**src/rtl/regfile_write_arbiter.sv**
```systemverilog
// -----------------------------------------------------------------------------
// regfile_write_arbiter
//
// Shares the single register-file write port between NREQ requesters using a
// round-robin arbiter with valid/ready handshakes. The winning request is
// captured into a registered wrtEn/wrtInd/dIn triple that feeds the register
// file directly, so a transfer in cycle N writes the register file at the end
// of cycle N+1.
//
// Optional feature (macro REGFILE_CLEAR_EN): after reset an INIT state walks
// every index and writes 0 before any request is granted; busy is high while
// this clearing runs. Without the macro, grants start the first cycle after
// reset and busy is tied low.
//
// Parameters:
//   DBITS    data bits per register
//   ABITS    register index bits (WORDS = 1 << ABITS)
//   NREQ     number of requesters, 2..4
//   ZERO_REG when 1, accepted writes to index 0 are acknowledged but dropped
//
// Ports:
//   clk       clock, rising edge
//   reset     synchronous active-high reset
//   reqValid  per-requester write request
//   reqReady  per-requester grant, one-hot or zero (combinational)
//   reqInd    packed target indices, requester i at [i*ABITS +: ABITS]
//   reqData   packed write data, requester i at [i*DBITS +: DBITS]
//   wrtEn     register-file write enable (registered)
//   wrtInd    register-file write index (registered)
//   dIn       register-file write data (registered)
//   busy      high while clearing is in progress
//   grantId   index of the most recently accepted requester (registered)
// -----------------------------------------------------------------------------
module regfile_write_arbiter #(
  parameter int DBITS    = 32,
  parameter int ABITS    = 4,
  parameter int NREQ     = 3,
  parameter int ZERO_REG = 1
) (
  input  logic                   clk,
  input  logic                   reset,
  input  logic [NREQ-1:0]        reqValid,
  output logic [NREQ-1:0]        reqReady,
  input  logic [NREQ*ABITS-1:0]  reqInd,
  input  logic [NREQ*DBITS-1:0]  reqData,
  output logic                   wrtEn,
  output logic [ABITS-1:0]       wrtInd,
  output logic [DBITS-1:0]       dIn,
  output logic                   busy,
  output logic [1:0]             grantId
);

  logic             r_wrt_en;
  logic [ABITS-1:0] r_wrt_ind;
  logic [DBITS-1:0] r_din;
  logic [1:0]       r_grant_id;
  logic [1:0]       r_ptr;

  logic             w_run;
  logic             w_found;
  logic [NREQ-1:0]  w_grant_oh;
  logic [1:0]       w_grant_idx;
  logic [1:0]       w_next_ptr;
  logic             w_xfer;
  logic             w_drop;
  logic [ABITS-1:0] w_sel_ind;
  logic [DBITS-1:0] w_sel_data;
  int               w_idx;

`ifdef REGFILE_CLEAR_EN
  typedef enum logic {ST_INIT, ST_RUN} state_t;

  localparam logic [ABITS-1:0] LAST_IDX = {ABITS{1'b1}};

  state_t           r_state;
  state_t           w_state_next;
  logic [ABITS-1:0] r_cnt;

  always_ff @(posedge clk) begin
    if (reset) r_state <= ST_INIT;
    else       r_state <= w_state_next;
  end

  // Leave INIT on the edge that writes the last index.
  always_comb begin
    w_state_next = r_state;
    if (r_state == ST_INIT && r_cnt == LAST_IDX) w_state_next = ST_RUN;
  end

  assign w_run = (r_state == ST_RUN);
  assign busy  = (r_state == ST_INIT);
`else
  assign w_run = 1'b1;
  assign busy  = 1'b0;
`endif

  // Round-robin search starting at r_ptr; the first valid requester wins.
  // NOTE: every variable written here gets a default first, otherwise
  // synthesis infers latches for the paths that do not assign it.
  always_comb begin
    w_found     = 1'b0;
    w_grant_oh  = '0;
    w_grant_idx = '0;
    w_idx       = 0;
    for (int k = 0; k < NREQ; k++) begin
      w_idx = (int'(r_ptr) + k) % NREQ;
      if (!w_found && reqValid[w_idx]) begin
        w_found             = 1'b1;
        w_grant_oh[w_idx]   = 1'b1;
        w_grant_idx         = 2'(w_idx);
      end
    end
  end

  assign reqReady   = w_run ? w_grant_oh : '0;
  assign w_xfer     = w_run & w_found;
  assign w_sel_ind  = reqInd[int'(w_grant_idx)*ABITS +: ABITS];
  assign w_sel_data = reqData[int'(w_grant_idx)*DBITS +: DBITS];
  assign w_next_ptr = (w_grant_idx == 2'(NREQ-1)) ? 2'd0 : w_grant_idx + 2'd1;
  // A write to register 0 is acknowledged but never reaches the register file.
  assign w_drop     = (ZERO_REG != 0) && (w_sel_ind == '0);

  // NOTE: sequential state uses non-blocking assignments so every register
  // samples the pre-edge values, independent of statement order.
  always_ff @(posedge clk) begin
    if (reset) begin
      r_wrt_en   <= 1'b0;
      r_wrt_ind  <= '0;
      r_din      <= '0;
      r_grant_id <= '0;
      r_ptr      <= '0;
`ifdef REGFILE_CLEAR_EN
      r_cnt      <= '0;
    end else if (r_state == ST_INIT) begin
      r_wrt_en  <= 1'b1;
      r_wrt_ind <= r_cnt;
      r_din     <= '0;
      r_cnt     <= r_cnt + 1'b1;
`endif
    end else if (w_xfer) begin
      r_wrt_en   <= !w_drop;
      r_wrt_ind  <= w_sel_ind;
      r_din      <= w_sel_data;
      r_grant_id <= w_grant_idx;
      r_ptr      <= w_next_ptr;
    end else begin
      r_wrt_en <= 1'b0;
    end
  end

  assign wrtEn   = r_wrt_en;
  assign wrtInd  = r_wrt_ind;
  assign dIn     = r_din;
  assign grantId = r_grant_id;

endmodule

```
**config.mk**
```make
export PLATFORM = sky130hd
export DESIGN_NAME = regfile_write_arbiter
export DESIGN_NICKNAME = d
export VERILOG_FILES = /design/src/rtl/regfile_write_arbiter.sv
export SDC_FILE = /design/constraint.sdc
export NUM_CORES = 1
export LEC_CHECK = 0
export CAP_MARGIN = 25
export CORE_MARGIN = 2
export CORE_UTILIZATION = 38
export CTS_BUF_LIST = sky130_fd_sc_hd__clkbuf_8
export CTS_CLUSTER_DIAMETER = 120
export DETAILED_ROUTE_END_ITERATION = 8
export PLACE_DENSITY = 0.87
export SYNTH_ARGS = -nofsm -noshare
export SYNTH_HDL_FRONTEND = slang
export SYNTH_SLANG_ARGS = --single-unit
```
**constraint.sdc**
```tcl
create_clock -name clk -period 2.75 [get_ports clk]
set_input_delay 0.4125 -clock clk [delete_from_list [all_inputs] [get_ports clk]]
set_output_delay 0.4125 -clock clk [all_outputs]
set_load 0.02 [all_outputs]
```
==> results of run 1 <==
==> where the power goes <==
part | internal (uW) | total (uW) | leakage [uW] | switching, uW
sequential | 828 | 951 | 0.000340 | 123
combinational | 1600 | 3410 | 0.00130 | 1810
clock | 272 | 496 | 0.0000585 | 223
==> layer usage <==
metal / global-route usage / up-vias / wire, um
li1: - / 1404 / -
met1: 0.247 / 1361 / 3250
met2: 0.425 / 119 / 4380
met3: 0.0529 / 12 / 634
met4: 0.0693 / 0 / 130
met5: 0 / - / 0
==> critical path, delay by kind of cell, from the launching register on <==
kind,cells,cell delay (ps)
DFF,1,350
adders and majority gates,1,250
buffers and inverters,2,410
AOI/OAI and AO/OA,2,510
muxes,2,440
==> worst paths after layout <==
path | startpoint | slack, ps | to | cells after the start
hold / removal | wrtInd[3] | 450 | wrtInd[3] | 2
setup reg to reg | r_ptr[0] | 170 | dIn[18] | 10
setup / recovery | r_ptr[1] | 90 | reqReady[1] | 7
hold reg to reg | wrtInd[3] | 450 | wrtInd[3] | 2
==> timing repair <==
item	in CTS	in global routing
gates resized for setup	6	5
buffers inserted	0	1
cloned	0	0
setup endpoints to repair	3	3
==> sequential cells by signal, summed over array words and instances (netlist names) <==
register / cells
r_ptr: 2
wrtInd: 4
grantId: 2
dIn: 32
wrtEn: 1
==> per-stage QoR <==
step                      setup WS [ps]  cells  TNS [ps]  total power (uW)
after floorplan                     391    295         0              3090
after global placement            -51.4    526     -51.4              4250
after detailed placement          -88.4    526     -88.4              4350
after CTS                          74.6    534         0              4860
after global routing             -0.853    535    -0.853              5210
final                              92.0    535         0              4860
==> logic make-up (layout without fill, tap and decap cells) <==
group                      count (synthesis)  count (layout)  share of synthesized area
AOI/OAI and AO/OA                        106             106                      0.276
and+or+nand+nor                           77              77                      0.148
adders and majority gates                  4               4                     0.0197
muxes                                     36              36                      0.163
buffers and inverters                     30             193                     0.0681
DFF                                       41              41                      0.324
other                                      1               1                    0.00148
==> cell type report <==
class / count / area share
clock buffer: 5 / 0.0157
clock inverter: 3 / 0.00996
inverter: 5 / 0.00427
multi-input combinational: 224 / 0.360
sequential: 41 / 0.187
tap: 77 / 0.0219
timing repair buffer: 180 / 0.402
==> placed cells by master (no fill, tap or decap), types with 2 or more instances in the layout <==
| cell | instances |
|---|---|
| clkdlybuf4s50_1 | 151 |
| a21oi_1 | 43 |
| dfxtp_1 | 41 |
| nand2_1 | 40 |
| a22oi_1 | 33 |
| mux2_1 | 29 |
| buf_4 | 23 |
| nand3_1 | 9 |
| nand2b_1 | 7 |
| nor2_1 | 7 |
| o21ai_0 | 6 |
| inv_1 | 5 |
| clkbuf_8 | 5 |
| a31oi_1 | 4 |
| nand4_1 | 4 |
| o211ai_1 | 4 |
| ha_1 | 4 |
| mux2_2 | 3 |
| buf_12 | 3 |
| mux2i_4 | 2 |
| o22ai_1 | 2 |
| dlygate4sd2_1 | 2 |
==> impl_metrics.json, run 1 <==
{
  "cts_made_buffers": 5,
  "grt_pass1_wl_mm": 13.3,
  "final_util": 0.688,
  "yosysWarnings": 0,
  "synth_area_um2": 2530,
  "cts_sinks": 41,
  "fp.dieArea_um2": 7340,
  "multi_input_area_um2": 1580,
  "core_area_um2": 6390,
  "slowest_stage": "o41ai_2",
  "synth-main-ff-cell": "dfxtp_1",
  "post_drt_wl_per_cell_um": 15.7,
  "seq_area_frac_synth": 0.324,
  "h-tree-depth": 2,
  "dp_hpwl_mm": 6.51,
  "synth_largest_area_cell": "dfxtp_1",
  "placed_area_um2": 4260,
  "cts_buffer_depth": 2,
  "startpoint_type": "register",
  "antenna_cells": 0,
  "hold_viol": 0,
  "die_y_um": 85.7,
  "clock_latency_ps": 290,
  "drive_gt1_frac": 0.109,
  "synth_area_leaders": "dfxtp_1, mux2_1, a22oi_1",
  "crit_path_cell_trace": "inv_1, ha_1, mux2i_2, mux2i_4, o41ai_2, o21a_1, dlygate4sd2_1",
  "fill_cells": 505,
  "initial_core_util": 0.397,
  "synthCells": 295,
  "synth-edff-count": 0,
  "ir_drop_mv": 0.859,
  "syn_area_per_cell_um2": 8.59,
  "yosysMostFrequentCell": "a21oi_1",
  "ant_nets": 0,
  "period_minus_slack_ps": 2660,
  "drtIter0Drc": 121,
  "die_x_um": 85.7,
  "firstDrtPassIters": 4,
  "cts_hold_buf": 0,
  "hold_path.class": "reg -> reg",
  "nets": 574,
  "end_kind": "output port",
  "grt_max_degree": 26,
  "path_class": "reg -> out",
  "cp_data_arrival_time_ps": 2250,
  "vias": 2896,
  "syn2layout_area_growth_pct": 73.4,
  "portBuffers": 154,
  "cts_tree": "done",
  "synthArstFlopShare": 0,
  "setup_viol": 0,
  "drcViolationCount": 0,
  "track_usage": 0.225,
  "required_ps": 2340,
  "clk_root_buffer_cell": "clkbuf_8",
  "worst_pin_slew_ps": 563,
  "maxCapViolCount": 0,
  "cp_max_fo": 5,
  "ys_types": 46,
  "regArea_um2": 821,
  "synth.top_cell.area_share": 0.324,
  "status": "completed",
  "grt_overflow": 0,
  "p_leak_uw": 0.00170,
  "fin_area_um2": 4400,
  "skew_ps": 12.0,
  "via_per_inst": 5.41,
  "hold_slack_ps": 453,
  "clk_pin_slew_ps": 90,
  "max_stage_delay_ps": 360,
  "grt_antenna_before_repair": 0,
  "synthesis.nets": 412,
  "ioPinCount": 156,
  "max_freq_mhz": 376,
  "wl_mm": 8.39,
  "synth-seq-cells": 41,
  "period_share": 0.967,
  "place.gp.congestion": 0.982,
  "p_per_area_nw_per_um2": 1100,
  "grt_pass1_vias": 2911,
  "rows": 29,
  "yosys-top-cells-count": "a21oi_1, dfxtp_1, nand2_1",
  "slew_headroom": 0.623,
  "slew_violations": 0
}
Power figures use the tool's default switching activity.
==> inputs of run 2 (changes only) <==
SKIP_LAST_GASP = 1   (was unset)
==> results of run 2 <==
Final layout, timing and power as in run 1 (identical DEF).
